[config.mk]
export PLATFORM = sky130hd
export DESIGN_NAME = register_file_flat
export DESIGN_NICKNAME = d
export VERILOG_FILES = /design/src/rtl/register_file_pkg.sv /design/src/rtl/register_file_if.sv /design/src/rtl/register_file.sv /design/src/flat_wrapper.sv
export SDC_FILE = /design/constraint.sdc
export NUM_CORES = 2
export LEC_CHECK = 0
export ABC_CLOCK_PERIOD_IN_PS = 2900
export CAP_MARGIN = 20
export CORE_ASPECT_RATIO = 0.7
export CORE_MARGIN = 5
export CORE_UTILIZATION = 40
export CTS_CLUSTER_DIAMETER = 60
export DETAILED_ROUTE_END_ITERATION = 12
export MAX_ROUTING_LAYER = met4
export PLACE_DENSITY_LB_ADDON = 0.08
export SYNTH_ARGS = -nofsm -noshare
export SYNTH_HDL_FRONTEND = slang
export SYNTH_SLANG_ARGS = --single-unit
[constraint.sdc]
create_clock -name clk -period 2.9 [get_ports clk]
set_input_delay 0.725 -clock clk [delete_from_list [all_inputs] [get_ports clk]]
set_output_delay 0.725 -clock clk [all_outputs]
set_load 0.01 [all_outputs]
[src/rtl/register_file_pkg.sv]
// Shared CPU definitions used by the register file: default widths and the
// architectural zero register index.
package register_file_pkg;

  localparam int REG_W      = 32;
  localparam int REG_ADDR_W = 5;
  localparam int REG_ZERO   = 0;

endpackage : register_file_pkg

[src/rtl/register_file_if.sv]
// Decode-stage register file port bundle: two read ports driven by rs/rt and
// one write port driven by writeback.
interface register_file_if
  import register_file_pkg::*;
#(
  parameter int DATA_W = REG_W,
  parameter int ADDR_W = REG_ADDR_W
);

  logic [ADDR_W-1:0] raddr1;
  logic [ADDR_W-1:0] raddr2;
  logic              we;
  logic [ADDR_W-1:0] waddr;
  logic [DATA_W-1:0] wdata;
  logic [DATA_W-1:0] rdata1;
  logic [DATA_W-1:0] rdata2;

  modport master (
    output raddr1, raddr2, we, waddr, wdata,
    input  rdata1, rdata2
  );

  modport slave (
    input  raddr1, raddr2, we, waddr, wdata,
    output rdata1, rdata2
  );

endinterface : register_file_if

[src/rtl/register_file.sv]
// MIPS general-purpose register file: 2**ADDR_W x DATA_W flops, two
// combinational read ports, one synchronous write port, r0 hardwired to zero.
module register_file
  import register_file_pkg::*;
#(
  parameter int DATA_W = REG_W,
  parameter int ADDR_W = REG_ADDR_W
) (
  input  logic            clk,
  input  logic            rst_n,
  register_file_if.slave  rf
);

  localparam int NUM_REGS = 2 ** ADDR_W;

  logic [DATA_W-1:0] regs_q [NUM_REGS];
  logic [DATA_W-1:0] regs_d [NUM_REGS];

  // NOTE: regs_d starts as a full copy of regs_q so every element is assigned
  // on every path; a missing default here would infer latches.
  always_comb begin
    regs_d = regs_q;
    if (rf.we && (rf.waddr != ADDR_W'(REG_ZERO))) begin
      regs_d[rf.waddr] = rf.wdata;
    end
    regs_d[REG_ZERO] = '0;
  end

  // NOTE: this storage must be flops with an asynchronous clear, not a RAM;
  // the reset branch clears every entry at once, which a memory macro can't.
  always_ff @(posedge clk or negedge rst_n) begin
    if (!rst_n) begin
      regs_q <= '{default: '0};
    end else begin
      regs_q <= regs_d;
    end
  end

  // No write bypass: reads always see the stored value.
  assign rf.rdata1 = (rf.raddr1 == ADDR_W'(REG_ZERO)) ? '0 : regs_q[rf.raddr1];
  assign rf.rdata2 = (rf.raddr2 == ADDR_W'(REG_ZERO)) ? '0 : regs_q[rf.raddr2];

endmodule : register_file

[src/flat_wrapper.sv]
// flat-port wrapper written by rule: the top's interface ports become plain ports
module register_file_flat import register_file_pkg::*;
#(
  parameter int DATA_W = REG_W,
  parameter int ADDR_W = REG_ADDR_W
)
  (clk, rst_n, rf_raddr1, rf_raddr2, rf_we, rf_waddr, rf_wdata, rf_rdata1, rf_rdata2);
  register_file_if #(.DATA_W(DATA_W), .ADDR_W(ADDR_W)) rf_i ();
  input  logic clk;
  input  logic rst_n;
  input wire logic [$bits(rf_i.raddr1)-1:0] rf_raddr1;
  input wire logic [$bits(rf_i.raddr2)-1:0] rf_raddr2;
  input wire logic [$bits(rf_i.we)-1:0] rf_we;
  input wire logic [$bits(rf_i.waddr)-1:0] rf_waddr;
  input wire logic [$bits(rf_i.wdata)-1:0] rf_wdata;
  output wire logic [$bits(rf_i.rdata1)-1:0] rf_rdata1;
  output wire logic [$bits(rf_i.rdata2)-1:0] rf_rdata2;
  assign rf_i.raddr1 = rf_raddr1;
  assign rf_i.raddr2 = rf_raddr2;
  assign rf_i.we = rf_we;
  assign rf_i.waddr = rf_waddr;
  assign rf_i.wdata = rf_wdata;
  assign rf_rdata1 = rf_i.rdata1;
  assign rf_rdata2 = rf_i.rdata2;
  register_file #(.DATA_W(DATA_W), .ADDR_W(ADDR_W)) u_core (.clk(clk), .rst_n(rst_n), .rf(rf_i));
endmodule
=== Yosys cells after proc, flatten, opt, wreduce, memory -nomap -nowiden ===
Index checks and enable logic that the tools add are counted.

* Magnitude comparators: 4
* Muxes and demuxes: 11
* Bitwise operators: 3
* Reduce and logical (&&, ||, !) cells: 5

{| class="wikitable"
|+ Operators with widths
! cell !! number
|-
| 1024-bit bitwise mux || 1
|-
| 32-bit binary-select mux with 5-bit select || 2
|-
| 32-bit 2-to-1 mux || 7
|-
| 32-bit demux with 5-bit select || 1
|-
| 6-bit greater-or-equal comparator, second input constant || 3
|-
| 5-bit inverter with 6-bit output || 3
|-
| 5-bit logical NOT || 2
|-
| 6-bit by 1-bit less-than comparator with 1-bit output, second input constant || 1
|-
| 5-bit nonzero test || 1
|-
| 1-bit logical AND || 2
|}

* Bits in registers: 992

=== Logic depth before layout (Yosys ltp) ===
* Depth in word-level cells: 6
* Mapped depth: 9
* Mapped depth without buffers: 4

=== Worst setup path after synthesis ===
OpenSTA, ideal clock, no wires.

* Path kind: input -> output
* Start point: input port rf_raddr2[1]
* End point: output port rf_rdata2[0]
* Data arrival time: 2132 ps
* Required time: 2175 ps
* Path slack: 43 ps
* Stages: 8
* Path buffers: 4
* Cell sequence: buf_6 > buf_6 > or2_1 > buf_6 > buf_2 > o22ai_1 > nor3_1 > nor4_1

* Longest elaborated chain between the ends: 5

{| class="wikitable"
|+ Ends and longest elaborated chain
! what !! RTL line !! text
|-
| start, declared || flat_wrapper.sv:12 || <nowiki>input wire logic [$bits(rf_i.raddr2)-1:0] rf_raddr2;</nowiki>
|-
| 5-bit inverter with 6-bit output (not written as such) || register_file.sv:41 || <nowiki>assign rf.rdata2 = (rf.raddr2 == ADDR_W'(REG_ZERO)) ? '0 : regs_q[rf.raddr2];</nowiki>
|-
| 32-bit binary-select mux with 5-bit select || register_file.sv:41 ||
|-
| 32-bit 2-to-1 mux (not written as such) (2 in a row) || register_file.sv:41 ||
|-
| 32-bit 2-to-1 mux * || register_file.sv:41 ||
|-
| end, declared || flat_wrapper.sv:17 || <nowiki>output wire logic [$bits(rf_i.rdata2)-1:0] rf_rdata2;</nowiki>
|}

Every way passes the cells marked *; elsewhere a longest branch is shown, timed or not. The select of a mux whose other input is x is not followed.

=== Worst setup path after layout ===
* Start point: input port rf_raddr1[0]
* End point: output port rf_rdata1[17]

* Longest elaborated chain between the ends: 5

{| class="wikitable"
|+ Ends and longest elaborated chain
! what !! RTL line !! text
|-
| start, declared || flat_wrapper.sv:11 || <nowiki>input wire logic [$bits(rf_i.raddr1)-1:0] rf_raddr1;</nowiki>
|-
| 5-bit inverter with 6-bit output (not written as such) || register_file.sv:40 || <nowiki>assign rf.rdata1 = (rf.raddr1 == ADDR_W'(REG_ZERO)) ? '0 : regs_q[rf.raddr1];</nowiki>
|-
| 32-bit binary-select mux with 5-bit select || register_file.sv:40 ||
|-
| 32-bit 2-to-1 mux (not written as such) (2 in a row) || register_file.sv:40 ||
|-
| 32-bit 2-to-1 mux * || register_file.sv:40 ||
|-
| end, declared || flat_wrapper.sv:16 || <nowiki>output wire logic [$bits(rf_i.rdata1)-1:0] rf_rdata1;</nowiki>
|}

Marked as above.

==> results.ini <==
[outcome]
status = finished with violations
violations = negative setup slack

[sta]
setup_slack_ns = -0.360
setup_violations = 64
period_needed_ns = 3.26
hold_slack_ns = 0.518
rsz0062_at_grt = true
max_clock_freq_mhz = 307
finalHoldViolations = 0
drv_slew = 0
slew_headroom = 0.494
tightest_slew_ns = 0.758
finClkSkew_ns = 0
period_share = 1.12

[clock_network]
cts_buffers = 108
clk_pin_slew_ns = 0.06
clk_path_buf_depth = 3
clkLatencyLatePin_ns = 0.72
cts_tree = built
htree_levels = 3
clock-sinks = 992
cts_root_buf = clkbuf_16

[routing]
drtPass1Iterations = 5
ant_nets = 0
drt-total-wl_mm = 201
initialDrtViolationCount = 3401
drc = 0
vias = 39100
wl_per_cell_um = 31.4
vias_per_cell = 6.08

[global_routing]
grt_pass1_vias = 39600
grt_usage = 0.289
grt.busiest_layer = met1
antenna_found_initial = 1
gr-total-overflow = 0
met2_usage = 0.408
grt_util_met3 = 0.0491
grt_pass1_wl_mm = 291
use_met1 = 0.434
grt_max_degree = 85

[worst_hold_path]
hp-class = flop to flop

[worst_setup_path]
cp-end-kind = output pin
path_class = input pin to output pin
critPathLaunchType = input pin
cp_max_fo = 7
crit_arrival_ns = 2.53
required_ns = 2.17

[finish]
final_nets = 4619
layout_commonest_cell = mux2_2
largest_reg_flops = 992
stdcell_count = 6423
nFillCells = 11300
top_register = u_core.regs_q
finalCoreUtilization = 0.530
top_regs = u_core.regs_q: 992 flops
final_cell_mix = mux2_2, dfrtp_1, mux2i_1, buf_4, buf_12
drive_gt1_frac = 0.550
syn2layout_area_growth_pct = 31.8

[logic_synthesis]
syn-num-nets = 4102
post_synth_inst_count = 4052
synth_cell_types = 40
ys_seq_area_frac = 0.463
netlist_area_mm2 = 0.0536
synth_warnings = 0
syn_area_per_cell_um2 = 13.2
ys_seq_elements = 992

[placed_design]
dpl.hpwl_mm = 129
place_inst = 6044
preCtsSetupSlack_ns = -1.18
numPortBuffers = 113
place_congestion = 0.850

[power_and_ir_drop]
p_leak_uw = 0.0313
power_density_mw_per_mm2 = 620
power_uw = 43800
ir_worst_vdd_v = 0.000449

[floorplanning]
core_mm2 = 0.133
die_w_um = 448
start_util = 0.402
die_h_um = 316
dieArea_mm2 = 0.142
row_count = 112
io_pins = 114

[run]
max_cap_violations = 0

## Yosys cell counts
cell type / number / area [um^2]
nor4_1: 13 / 81.3
buf_4: 60 / 450
nor3b_2: 1 / 12.5
and2_1: 2 / 12.5
a21oi_1: 32 / 160
a22o_1: 31 / 272
a22oi_1: 63 / 473
and3_1: 1 / 6.26
mux2i_1: 641 / 6420
a221o_1: 63 / 631
buf_6: 17 / 191
o22ai_1: 256 / 1600
nor2_1: 14 / 52.6
or2_2: 4 / 25.0
buf_8: 3 / 45.0
o2bb2ai_1: 1 / 8.76
or3b_1: 1 / 8.76
clkbuf_1: 176 / 661
dfrtp_1: 992 / 24800
or2_1: 1 / 6.26
nor3b_1: 4 / 30.0
mux4_2: 129 / 2910
nand3_1: 2 / 10.0
a211oi_1: 31 / 233
nor2_2: 4 / 25.0
nor4_2: 19 / 238
a31oi_1: 31 / 194
nor2b_1: 37 / 231
nand2_1: 20 / 75.1
nand2_2: 1 / 6.26
mux2_1: 9 / 101
a211oi_2: 1 / 12.5
buf_12: 5 / 100
buf_2: 154 / 771
mux2_2: 1047 / 11800
and3b_1: 2 / 17.5
nand2b_1: 8 / 50.1
nand3b_1: 4 / 30.0
buf_1: 11 / 41.3
nor3_1: 161 / 806
## cells by family (layout without fill, tap and decap cells)
kind of cell / Yosys count / after routing / synth area share
flops: 992 / 992 / 0.463
mux: 1826 / 1826 / 0.396
buf+inv: 426 / 1029 / 0.0422
compound gates: 509 / 509 / 0.0669
simple gates: 299 / 299 / 0.0322
other cells: 0 / 1 / 0
## final timing paths
check	startpoint	to	slack (ns)	cells past startpoint
max reg2reg	u_core.regs_q[571]$_DFFE_PN0P_	u_core.regs_q[571]$_DFFE_PN0P_	1.91	3
max	rf_raddr1[0]	rf_rdata1[17]	-0.36	11
min in group asynchronous	rst_n	u_core.regs_q[325]$_DFFE_PN0P_	0.54	2
max in group asynchronous	rst_n	u_core.regs_q[493]$_DFFE_PN0P_	1.35	4
min	u_core.regs_q[609]$_DFFE_PN0P_	u_core.regs_q[609]$_DFFE_PN0P_	0.52	1
min reg2reg	u_core.regs_q[609]$_DFFE_PN0P_	u_core.regs_q[609]$_DFFE_PN0P_	0.52	1
## where the power goes
part	total [uW]	internal, uW	switching (uW)
Combinational	10700	6010	4730
Clock	14400	8300	6070
Sequential	18700	16600	2080
## layout make-up
class	count	area, um^2	area share
Clock inverter	35	414	0.00586
Tap cell	1767	2210	0.0313
Antenna cell	1	2.50	0.0000354
Sequential cell	992	24800	0.351
Timing Repair Buffer	833	10200	0.144
Clock buffer	161	3200	0.0452
Multi-Input combinational cell	2634	29800	0.422
## worst max-delay path, stage by stage
cell	delay (ns)
buf_16	0.14
buf_16	0.16
buf_8	0.13
nor2b_4	0.05
buf_12	0.13
buf_12	0.14
buf_6	0.13
a221o_1	0.38
a31oi_4	0.28
nor3_2	0.09
buf_2	0.15
## metal layers
metal / up-vias / routed length (um)
li1: 16500 / -
met1: 21000 / 97900
met2: 1253 / 86300
met3: 267 / 12500
met4: 0 / 4760
met5: - / 0
## what timing repair did
action,CTS,global route
pin swaps,188,125
gates resized for setup,868,208
setup buffers,143,63
cloned,26,10
endpoints found under the setup margin,64,64
hold buffers,1,0
endpoints found under the hold margin,18,0
## metrics by stage
| step | cell area [um^2] | TNS, ns |
|---|---|---|
| 6_report | 70600 | -16.54 |
| 5_1_grt | 70600 | -18.58 |
| 4_1_cts | 69200 | -16.46 |
| 3_5_place_dp | 61000 | -98.65 |
| 3_3_place_gp | 61000 | -140.58 |
| 2_1_floorplan | 53600 | 0 |
Note: power is estimated with default switching activity, not from simulation.
